<file path="config.mk">
export PLATFORM = sky130hd
export DESIGN_NAME = alu_div8_seq
export DESIGN_NICKNAME = d
export VERILOG_FILES = /design/src/rtl/alu_pkg.sv /design/src/rtl/div_trial_sub.sv /design/src/rtl/alu_div8_seq.sv
export SDC_FILE = /design/constraint.sdc
export NUM_CORES = 1
export LEC_CHECK = 0
export BUFFER_PORTS_ARGS = -buffer_cell sky130_fd_sc_hd__buf_2
export CORE_MARGIN = 1.5
export CORE_UTILIZATION = 40
export CTS_BUF_LIST = sky130_fd_sc_hd__clkbuf_16
export DETAILED_ROUTE_END_ITERATION = 10
export PLACE_DENSITY = 0.64
export SLEW_MARGIN = 20
export SYNTH_ARGS = -nofsm -noshare
export SYNTH_HDL_FRONTEND = slang
export SYNTH_SLANG_ARGS = --single-unit
</file>
<file path="constraint.sdc">
create_clock -name clk -period 6.4 [get_ports clk]
set_clock_uncertainty 0.15 [all_clocks]
set_input_delay 0.32 -clock clk [delete_from_list [all_inputs] [get_ports clk]]
set_output_delay 0.32 -clock clk [all_outputs]
set_load 0.01 [all_outputs]
</file>
<file path="src/rtl/alu_pkg.sv">
// alu_pkg: shared ALU types and constants.
package alu_pkg;
    typedef enum logic [1:0] {IDLE, RUN, DONE} div_state_t;
    localparam int ALU_WIDTH = 8;
    localparam logic [31:0] DIV_BY_ZERO_Q = '1;
endpackage

</file>
<file path="src/rtl/div_trial_sub.sv">
// div_trial_sub: WIDTH+1-bit trial subtraction; borrow is the sign of the difference.
module div_trial_sub #(
    parameter int WIDTH = 8
) (
    input  logic [WIDTH:0] minuend,
    input  logic [WIDTH:0] subtrahend,
    output logic [WIDTH:0] diff,
    output logic           borrow
);
    assign diff   = minuend - subtrahend;
    assign borrow = diff[WIDTH];
endmodule

</file>
<file path="src/rtl/alu_div8_seq.sv">
// alu_div8_seq: sequential restoring divider, one trial subtraction per clock.
// Define SIGNED_DIV_EN for two's-complement operands with truncation toward zero.
module alu_div8_seq
    import alu_pkg::*;
#(
    parameter int WIDTH = ALU_WIDTH
) (
    input  logic             clk,
    input  logic             rst,
    input  logic             start,
    input  logic [WIDTH-1:0] dividend,
    input  logic [WIDTH-1:0] divisor,
    output logic             busy,
    output logic             done,
    output logic [WIDTH-1:0] quotient,
    output logic [WIDTH-1:0] remainder,
    output logic             div_by_zero,
    output logic             zero,
    output logic             overflow
);
    localparam int CNT_W = $clog2(WIDTH + 1);
    div_state_t state, next;
    logic [WIDTH:0] a, sh, diff, a_next;
    logic [WIDTH-1:0] q, m, q_next, q_fin, r_fin;
    logic [CNT_W-1:0] cnt;
    logic borrow, accept, last;
    assign accept = state == IDLE && start;
    assign last   = cnt == CNT_W'(1);
    assign busy   = state == RUN;
    assign done   = state == DONE;
    assign sh     = (a << 1) | (WIDTH + 1)'(q[WIDTH-1]);
    div_trial_sub #(.WIDTH(WIDTH)) u_sub (
        .minuend   (sh),
        .subtrahend({1'b0, m}),
        .diff      (diff),
        .borrow    (borrow)
    );
    assign a_next = borrow ? sh : diff;
    assign q_next = {q[WIDTH-2:0], ~borrow};
`ifdef SIGNED_DIV_EN
    logic sign_n, sign_d, ovf, ovf_fin;
    assign q_fin    = (sign_n ^ sign_d) ? -q_next : q_next;
    assign r_fin    = sign_n ? -a_next[WIDTH-1:0] : a_next[WIDTH-1:0];
    // A positive quotient with its MSB set only arises from -2^(W-1) / -1
    assign ovf_fin  = ~(sign_n ^ sign_d) & q_next[WIDTH-1];
    assign overflow = ovf;
`else
    assign q_fin    = q_next;
    assign r_fin    = a_next[WIDTH-1:0];
    assign overflow = 1'b0;
`endif
    always_ff @(posedge clk or posedge rst) begin
        if (rst) state <= IDLE;
        else     state <= next;
    end
    always_comb begin
        next = state;
        if (accept)                     next = divisor == '0 ? DONE : RUN;
        else if (state == RUN && last)  next = DONE;
        else if (state == DONE)         next = IDLE;
    end
    always_ff @(posedge clk or posedge rst) begin
        if (rst) begin
            a           <= '0;
            q           <= '0;
            m           <= '0;
            cnt         <= '0;
            quotient    <= '0;
            remainder   <= '0;
            div_by_zero <= 1'b0;
            zero        <= 1'b0;
`ifdef SIGNED_DIV_EN
            sign_n      <= 1'b0;
            sign_d      <= 1'b0;
            ovf         <= 1'b0;
`endif
        end else if (accept) begin
            a   <= '0;
            cnt <= CNT_W'(WIDTH);
`ifdef SIGNED_DIV_EN
            q      <= dividend[WIDTH-1] ? -dividend : dividend;
            m      <= divisor[WIDTH-1] ? -divisor : divisor;
            sign_n <= dividend[WIDTH-1];
            sign_d <= divisor[WIDTH-1];
`else
            q <= dividend;
            m <= divisor;
`endif
            if (divisor == '0) begin
                quotient    <= DIV_BY_ZERO_Q[WIDTH-1:0];
                remainder   <= dividend;
                div_by_zero <= 1'b1;
                zero        <= 1'b0;
`ifdef SIGNED_DIV_EN
                ovf         <= 1'b0;
`endif
            end
        end else if (state == RUN) begin
            a   <= a_next;
            q   <= q_next;
            cnt <= cnt - 1'b1;
            if (last) begin
                quotient    <= q_fin;
                remainder   <= r_fin;
                div_by_zero <= 1'b0;
                zero        <= q_fin == '0;
`ifdef SIGNED_DIV_EN
                ovf         <= ovf_fin;
`endif
            end
        end
    end
endmodule

</file>
==> results of run 1 <==
## placed cells by master, fill, tap and decap left out, drive strengths merged, types with 2 or more instances in the layout
master   netlist  routed
a21oi         20      20
o21ai         26      26
ha            10      10
mux2i         11      11
dfrtp         48      48
o22a           8       8
xnor2          4       4
a211oi         2       2
clkinv         0       2
mux2           2       2
o22ai          4       4
or3            3       3
nor2b          3       3
o21a           2       2
a22oi          2       2
a31oi          6       6
nand2b         2       2
nor3           2       2
a21o           4       4
and2           3       3
o31ai          2       2
inv           16      16
nand2         46      46
o2111ai        2       2
nor4           5       5
o32ai          3       3
o221a          2       2
xor2           2       2
buf            6      39
nand3          3       3
nor2          23      23
clkbuf         8       5
## synthesized netlist by cell type (2+ instances only)
library cell	instances
buf_2	2
nand3_1	3
nor2_1	23
nor3_1	2
ha_1	10
inv_1	15
a31oi_1	6
xnor2_1	4
o21a_1	2
dfrtp_1	48
or3_1	2
buf_1	2
o31ai_1	2
o32ai_1	3
o21ai_0	20
a21oi_1	20
nand2b_1	2
mux2_2	2
o22a_1	8
nor4_1	5
a21o_1	3
a22oi_1	2
clkbuf_1	8
o221a_2	2
o22ai_1	4
nand2_1	46
nor2b_1	3
mux2i_1	10
and2_1	3
xor2_1	2
o21ai_1	6
## cells by family (layout without fill, tap and decap cells)
| family | after synthesis | count (layout) | share of synthesized area |
|---|---|---|---|
| simple gates | 93 | 93 | 0.154 |
| mux | 13 | 13 | 0.0544 |
| xor+xnor | 6 | 6 | 0.0197 |
| other cells | 1 | 1 | 0.00141 |
| fa+ha+maj | 11 | 11 | 0.0544 |
| compound gates | 87 | 87 | 0.219 |
| flops | 48 | 48 | 0.450 |
| buf+inv | 30 | 63 | 0.0474 |
## per-layer routing
| metal | wire [um] | GRT usage | share of wire | vias to the layer above |
|---|---|---|---|---|
| li1 | - | - | - | 1082 |
| met3 | 282 | 0.0275 | 0.044 | 6 |
| met1 | 3050 | 0.269 | 0.48 | 1035 |
| met4 | 61 | 0.0425 | 0.0096 | 0 |
| met5 | 0 | 0 | 0 | - |
| met2 | 2970 | 0.304 | 0.47 | 50 |
## registers in the layout, indices dropped and copies added, names as in the netlist
signal and count:
a 8, m 8, q 8, quotient 8, remainder 8, cnt 4, state 2, div_by_zero 1
zero 1
## power groups by stage
| stage | sequential, mW | combinational, mW | clock, mW |
|---|---|---|---|
| detailed placement | 0.310 | 0.0150 | 0 |
| floorplan | 0.310 | 0.00588 | 0 |
| global placement | 0.310 | 0.0150 | 0 |
| finish | 0.304 | 0.0146 | 0.293 |
| global route | 0.304 | 0.0170 | 0.310 |
| CTS | 0.304 | 0.0150 | 0.297 |
## layout make-up
cell class,count,area share
Inverter,16,0.0200
Clock buffer,5,0.0409
Clock inverter,3,0.0127
Sequential cell,48,0.392
Tap cell,77,0.0315
Multi-Input combinational cell,211,0.438
Timing Repair Buffer,39,0.0646
## worst max path at each step
stage          cells past startpoint  slack (ps)      endpoint  startpoint
3_3_place_gp                      10        3630  remainder[6]        q[7]
6_report                          10        3520  remainder[6]        q[7]
5_1_grt                           10        3310          a[4]        q[7]
2_1_floorplan                     10        3780  remainder[6]        q[7]
4_1_cts                           10        3520  remainder[6]        q[7]
3_5_place_dp                      10        3530  remainder[6]        q[7]
## worst max-delay path, cell delays in order (launching register included)
cell       delay (ps)
dfrtp_1           390
inv_1             110
ha_1              180
inv_1              60
fa_1              430
a211oi_2          270
or3_4             200
mux2i_4           280
o2111ai_4         270
mux2i_1           210
o31ai_1           230
==> flow_metrics.env, run 1 <==
export IMPL_pwr_density_cell_nw_per_um2=200
export IMPL_antenna_cells=0
export IMPL_max_cap_viol_count=0
export IMPL_avgViaCountPerCell=5.45
export IMPL_switching_power_mw=0.121
export IMPL_cts_hold_buf=0
export IMPL_worstReg2RegStart="q[7]"
export IMPL_fin_crit_ps=2880
export IMPL_synthToLayoutAreaGrowth_pct=14.7
export IMPL_clockBufferDepth=2
export IMPL_grt_pass1_vias=2191
export IMPL_synthFlopType="dfrtp_1"
export IMPL_grt_max_degree=49
export IMPL_drc=0
export IMPL_clock_latency_ps=290
export IMPL_wirelength_um=6370
export IMPL_drtAntennaViolNets=0
export IMPL_syn_nets=319
export IMPL_synth_cell_type_count=50
export IMPL_combPwrFrac=0.024
export IMPL_drt_pass1_iter_count=4
export IMPL_avgSynthCellArea_um2=9.23
export IMPL_fin_worst_hold_slack_ps=10.5
export IMPL_grt_usage=0.188
export IMPL_final_instance_count_excl_fill=399
export IMPL_reg2reg_slack_ps=3520
export IMPL_rsz0062_at_grt="no"
export IMPL_placementRows=29
export IMPL_status="completed"
export IMPL_gp_congestion=0.859
export IMPL_multi_input_area_um2=1340
export IMPL_syn_area_um2=2670
export IMPL_slew_violations=0
export IMPL_io_pins=40
export IMPL_core_um2=6390
export IMPL_finish_instance_area_um2=3060
export IMPL_switching_share=0.198
export IMPL_clock_sinks=48
export IMPL_cts_buffers_inserted=5
export IMPL_cts_resized=0
export IMPL_critPathRequiredTime_ps=6440
export IMPL_die_y_um=84.7
export IMPL_clkTransAtPathRegs_ps=60
export IMPL_synth_area_leaders="dfrtp_1 (45%), nand2_1 (6.5%), ha_1 (4.7%)"
export IMPL_start_util=0.418
export IMPL_post_cts_buffers=0
export IMPL_slew_headroom=0.446
export IMPL_worst_r2r_path_depth=10
export IMPL_endpoint_kind="flop"
export IMPL_cts_tree="yes"
export IMPL_ys_async_sr_fraction=1.00
export IMPL_r2r_end="remainder[6]"
export IMPL_total_power_mw=0.611
export IMPL_worstSetupPathType="reg -> reg"
export IMPL_worst_slack_ps=3520
export IMPL_antenna_found_initial=0
export IMPL_place_hpwl_um=4520
export IMPL_crit_path_start_kind="flop"
export IMPL_place_area_um2=2900
export IMPL_leakage_nw=1.53
export IMPL_power_share_sequential=0.497
export IMPL_root_buffer="clkbuf_16"
export IMPL_synth_seq_cells=48
export IMPL_fin_crit_sh=0.450
export IMPL_finalSetupViolations=0
export IMPL_utilization=0.479
export IMPL_fmax_mhz=347
export IMPL_syn_inst=289
export IMPL_hold_path_class="in -> async"
export IMPL_dp_slack_ps=3530
export IMPL_drt_iter0_drc=185
export IMPL_p_clk_frac=0.479
export IMPL_synth_enable_flop_cells=0
export IMPL_arrival_ps=2920
export IMPL_p_int_mw=0.491
export IMPL_wire_per_inst_um=16.0
export IMPL_fillers=594
export IMPL_synth_top_cell_area_share=0.450
export IMPL_fp_dieW_um=84.7
export IMPL_io_buffer_count=38
export IMPL_seq_area_um2=1200
export IMPL_finalSetupTns_ps=0
export IMPL_grt_pass1_wl_um=10800
export IMPL_yosysWarnings=0
export IMPL_vias=2173
export IMPL_synth_top_cell_by_area="dfrtp_1"
export IMPL_die_area_um2=7170
export IMPL_cp_max_fo=8
export IMPL_drive_gt1_frac=0.180
export IMPL_ctsHtreeMaxLevel=2
export IMPL_grt_overflow=0
export IMPL_ir_worst_vdd_v=0.000132
export IMPL_finalHoldViolCount=0
export IMPL_worst_slew_pin_slew_ps=831
export IMPL_fin_nets=351
export IMPL_dp_cells=391
export IMPL_yosysSeqAreaShare=0.450
(Power assumes the default switching activity.)
==> inputs of run 2 (changes only) <==
Settings changed: PLACE_DENSITY 0.64 to 0.67.
Clock period 6.4 ns to 2.55 ns, I/O delays scaled along.
==> run 2 against run 1 <==
Sequential power increased to 2.5 times the previous value. Combinational power increased to 4.0 times the previous value. Design area grew 11%. Via count grew 6.0%. Register-to-register slack worse by 3500 ps. Total power rose to 2.5 times the previous value. Maximum frequency is 13% higher. Global-route usage grew 0.62 points. Hold slack worse by 3.1 ps.
==> flow_metrics.env, run 2 (synthesized netlist as in run 1, its figures left out) <==
export IMPL_status="completed"
export IMPL_avgViaCountPerCell=5.29
export IMPL_arrival_ps=2580
export IMPL_die_y_um=84.7
export IMPL_gp_congestion=0.815
export IMPL_slew_violations=0
export IMPL_ir_worst_vdd_v=0.000373
export IMPL_wirelength_um=6730
export IMPL_fin_crit_ps=2540
export IMPL_cts_tree="yes"
export IMPL_leakage_nw=1.69
export IMPL_ctsHtreeMaxLevel=2
export IMPL_placementRows=29
export IMPL_fp_dieW_um=84.7
export IMPL_start_util=0.418
export IMPL_io_buffer_count=38
export IMPL_max_cap_viol_count=0
export IMPL_fillers=589
export IMPL_antenna_found_initial=0
export IMPL_worstReg2RegStart="q[7]"
export IMPL_drive_gt1_frac=0.229
export IMPL_utilization=0.532
export IMPL_vias=2303
export IMPL_clkTransAtPathRegs_ps=60
export IMPL_grt_pass1_wl_um=11000
export IMPL_grt_pass1_vias=2243
export IMPL_synthToLayoutAreaGrowth_pct=27.3
export IMPL_drt_pass1_iter_count=4
export IMPL_worstHoldStart="dividend[6]"
export IMPL_whs_path_depth=3
export IMPL_clock_sinks=48
export IMPL_fin_nets=387
export IMPL_grt_usage=0.194
export IMPL_grt_max_degree=49
export IMPL_grt_overflow=0
export IMPL_worstSetupPathType="reg -> reg"
export IMPL_wire_per_inst_um=15.5
export IMPL_layout_commonest_cell="dfrtp_1"
export IMPL_rsz0062_at_grt="yes"
export IMPL_place_hpwl_um=4870
export IMPL_final_cell_mix="dfrtp_1 (48), nand2_1 (46), buf_2 (38)"
export IMPL_drtAntennaViolNets=0
export IMPL_pwr_density_cell_nw_per_um2=456
export IMPL_hold_path_class="in -> reg"
export IMPL_worst_r2r_path_depth=10
export IMPL_finalSetupViolations=0
export IMPL_clock_latency_ps=290
export IMPL_finalHoldViolCount=0
export IMPL_drt_iter0_drc=134
export IMPL_antenna_cells=0
export IMPL_drc=0
export IMPL_reg2reg_slack_ps=8
export IMPL_finalSetupTns_ps=0
export IMPL_io_pins=40
export IMPL_fin_crit_sh=0.997
export IMPL_cts_buffers_inserted=5
export IMPL_die_area_um2=7170
export IMPL_whs_endpoint="q[6]"
export IMPL_cp_max_fo=6
export IMPL_critPathRequiredTime_ps=2590
export IMPL_fmax_mhz=393
export IMPL_core_um2=6390
export IMPL_endpoint_kind="flop"
export IMPL_r2r_end="remainder[6]"
export IMPL_clockBufferDepth=2
export IMPL_root_buffer="clkbuf_16"
export IMPL_crit_path_start_kind="flop"
==> run 2: where the power goes <==
part	total [mW]	switching (mW)	internal [mW]
logic	0.0587	0.0289	0.0298
clock network	0.728	0.272	0.456
registers	0.763	0.000450	0.762
==> run 2: how the worst max path moves through the flow <==
stage	from	cells after the start	endpoint	slack, ps
global route	q[7]	10	remainder[6]	-130
detailed placement	q[7]	10	remainder[6]	-80
floorplan	q[7]	10	remainder[6]	-20
CTS	q[7]	10	remainder[6]	-20
global placement	q[7]	10	remainder[6]	20
finish	q[7]	10	remainder[6]	8
==> run 2: final cells by class <==
type,count,area (um^2),share of cell area
multi-input combinational,211,1360,0.399
sequential,48,1200,0.353
timing repair buffer,75,522,0.154
clock buffer,5,125,0.0368
tap,77,96.3,0.0284
inverter,16,60.1,0.0177
clock inverter,3,37.5,0.0110
==> run 2: worst max-delay path: stages, from the launching register on <==
cell	delay (ps)
dfrtp_1	380
inv_2	70
ha_4	130
inv_2	30
fa_2	340
a211oi_2	220
or3_4	180
mux2i_4	250
o2111ai_4	230
mux2i_1	200
o31ai_1	260
==> run 2: what timing repair did <==
item | 4_1_cts | 5_1_grt
pin swaps | 6 | 1
resized for setup | 1 | 0
hold buffers | 15 | 0
setup endpoints to repair | 10 | 13
hold endpoints to repair | 65 | 0
buffers inserted | 1 | 0
==> run 2: stage by stage <==
stage | setup slack, ps | area, um^2 | cells | hold WS, ps | power [mW]
6_report | 8.26 | 3400 | 435 | 7.35 | 1.55
5_1_grt | -130 | 3400 | 435 | 26.7 | 1.60
4_1_cts | -17.0 | 3400 | 435 | 12.6 | 1.57
3_5_place_dp | -84.6 | 3070 | 411 | 42.0 | 0.819
3_3_place_gp | 16.3 | 3070 | 411 | 42.7 | 0.819
2_1_floorplan | -19.7 | 2680 | 289 | 82.9 | 0.792
==> run 2: routing by layer <==
metal  GRT usage  wire [um]  up-vias
met4      0.0455         70        0
met3      0.0315        206        6
met1       0.247       3020     1106
met2       0.346       3430       36
met5           0          0        -
li1            -          -     1155
==> inputs of run 3 (changes only) <==
Settings changed: PLACE_DENSITY 0.67 to unset, PLACE_DENSITY_LB_ADDON set to 0.1.
==> run 3 against run 2 <==
The flow now finishes with violations (negative setup slack). Critical path depth unchanged. Register-to-register slack worse by 20 ps. Cell count up 1.1%. First-iteration DRC count down 2.2%. Hold slack worse by 5.4 ps. Count of clock-buffer cells in the layout unchanged. Utilization up 0.61 points. Setup slack worse by 16 ps. Critical path type unchanged.
==> flow_metrics.env, run 3 (synthesized netlist as in run 1, its figures left out) <==
export IMPL_grt_pass1_vias=2293
export IMPL_avgViaCountPerCell=5.30
export IMPL_fin_crit_sh=1.00
export IMPL_drive_gt1_frac=0.253
export IMPL_io_pins=40
export IMPL_max_cap_viol_count=0
export IMPL_grt_usage=0.204
export IMPL_combPwrFrac=0.040
export IMPL_final_instance_count_excl_fill=440
export IMPL_grt_overflow=0
export IMPL_start_util=0.418
export IMPL_drtAntennaViolNets=0
export IMPL_finalSetupViolations=2
export IMPL_place_hpwl_um=5060
export IMPL_finalHoldViolCount=0
export IMPL_fillers=589
export IMPL_total_power_mw=1.47
export IMPL_fmax_mhz=391
export IMPL_clock_latency_ps=290
export IMPL_drc=0
export IMPL_die_y_um=84.7
export IMPL_core_um2=6390
export IMPL_clock_sinks=48
export IMPL_rsz0062_at_grt="yes"
export IMPL_synthToLayoutAreaGrowth_pct=28.8
export IMPL_vias=2334
export IMPL_grt_max_degree=39
export IMPL_dp_cells=413
export IMPL_hold_path_class="in -> reg"
export IMPL_layout_commonest_cell="dfrtp_1"
export IMPL_status="finished, violations left"
export IMPL_slowest_stage="dfrtp_1"
export IMPL_die_area_um2=7170
export IMPL_finalSetupTns_ps=-8.77
export IMPL_placementRows=29
export IMPL_critPathRequiredTime_ps=2570
export IMPL_wirelength_um=6990
export IMPL_fin_crit_ps=2560
export IMPL_endpoint_kind="flop"
export IMPL_cts_tree="yes"
export IMPL_cp_common_cell="inv_2"
export IMPL_power_share_sequential=0.520
export IMPL_cp_max_fo=8
export IMPL_p_int_mw=1.15
export IMPL_gp_congestion=0.804
export IMPL_antenna_found_initial=0
export IMPL_antenna_cells=0
export IMPL_critPathTopFamily="compound AO/OA/AOI/OAI gates"
export IMPL_clockBufferDepth=2
export IMPL_switching_share=0.217
export IMPL_fin_nets=392
export IMPL_cp_buffers_inverters=2
export IMPL_root_buffer="clkbuf_16"
export IMPL_drt_pass1_iter_count=4
export IMPL_ctsHtreeMaxLevel=2
export IMPL_crit_path_start_kind="flop"
export IMPL_io_buffer_count=38
export IMPL_crit_chain="inv_2, ha_4, inv_2, fa_2, a211oi_2, or3_4, mux2i_4, o2111ai_4, mux2i_2, a21oi_1"
export IMPL_grt_pass1_wl_um=11400
export IMPL_final_cell_mix="dfrtp_1 (48), nand2_1 (46), buf_2 (38)"
export IMPL_cts_buffers_inserted=5
export IMPL_seq_area_um2=1200
export IMPL_ir_worst_vdd_v=0.000265
export IMPL_pwr_density_cell_nw_per_um2=426
export IMPL_multi_input_area_um2=1380
export IMPL_arrival_ps=2580
export IMPL_wire_per_inst_um=15.9
export IMPL_p_clk_frac=0.440
export IMPL_leakage_nw=1.69
export IMPL_fp_dieW_um=84.7
export IMPL_clkTransAtPathRegs_ps=70
export IMPL_worst_slack_ps=-7.74
export IMPL_slew_violations=0
export IMPL_max_stage_delay_ps=390
export IMPL_switching_power_mw=0.318
export IMPL_drt_iter0_drc=131
export IMPL_violations="negative setup slack"
export IMPL_worstSetupPathType="reg -> reg"
[run 3: changes by cell type in the layout (fill, tap and decap cells not counted), moves of 2 or more]
cell and delta:
mux2i_1 -3, clkinv_2 +2, mux2i_2 +3, buf_4 +5
[run 3: through the flow]
stage          area, um^2   util  worst slack (ps)  hold WS, ps
6_report             3440  0.538             -7.74         2.00
3_5_place_dp         3090  0.484             -46.2        -84.4
4_1_cts              3410  0.534             -5.76        0.580
3_3_place_gp         3090  0.484             -7.13        -87.4
2_1_floorplan        2680      -             -19.7         82.9
5_1_grt              3440  0.538              -138         16.8
[run 3: what timing repair did]
| item | CTS | global route |
|---|---|---|
| buffers inserted | 2 | 1 |
| gates resized for setup | 1 | 4 |
| pin swaps | 5 | 4 |
| hold buffers | 16 | 0 |
| hold endpoints to repair | 28 | 0 |
| setup endpoints to repair | 7 | 14 |
[run 3: tightest hold or removal path: cells and delay by family]
family	cells	cell delay, ps
buffers and inverters	1	120
AND/OR/NAND/NOR	1	100
AO/OA/AOI/OAI	1	50
[run 3: power groups by stage]
stage / registers, mW / clock network [mW] / logic, mW
2_1_floorplan: 0.777 / 0 / 0.0148
3_3_place_gp: 0.777 / 0 / 0.0404
3_5_place_dp: 0.777 / 0 / 0.0405
4_1_cts: 0.762 / 0.655 / 0.0591
5_1_grt: 0.762 / 0.683 / 0.0654
6_report: 0.762 / 0.645 / 0.0581
[run 3: final cells by class]
cell class | instances | share of cell area
Clock buffer | 5 | 0.0364
Clock inverter | 3 | 0.00400
Inverter | 16 | 0.0175
Multi-Input combinational cell | 211 | 0.402
Sequential cell | 48 | 0.349
Tap cell | 77 | 0.0280
Timing Repair Buffer | 80 | 0.162
[run 3: metal layers]
layer,track usage,vias to the layer above,share of wire
met1,0.287,1111,0.48
met5,0,-,0
met2,0.321,44,0.47
li1,-,1167,-
met4,0.0821,0,0.021
met3,0.0275,12,0.026
[run 3: path summary, 6_finish.rpt]
check	startpoint	to	slack, ps	depth (start not counted)
max	q[7]	a[4]	-8	10
min	dividend[6]	q[6]	2	3
max reg2reg	q[7]	a[4]	-8	10
min reg2reg	div_by_zero	div_by_zero	330	2
max in group asynchronous	rst	a[3]	1340	4
min in group asynchronous	rst	cnt[1]	150	3
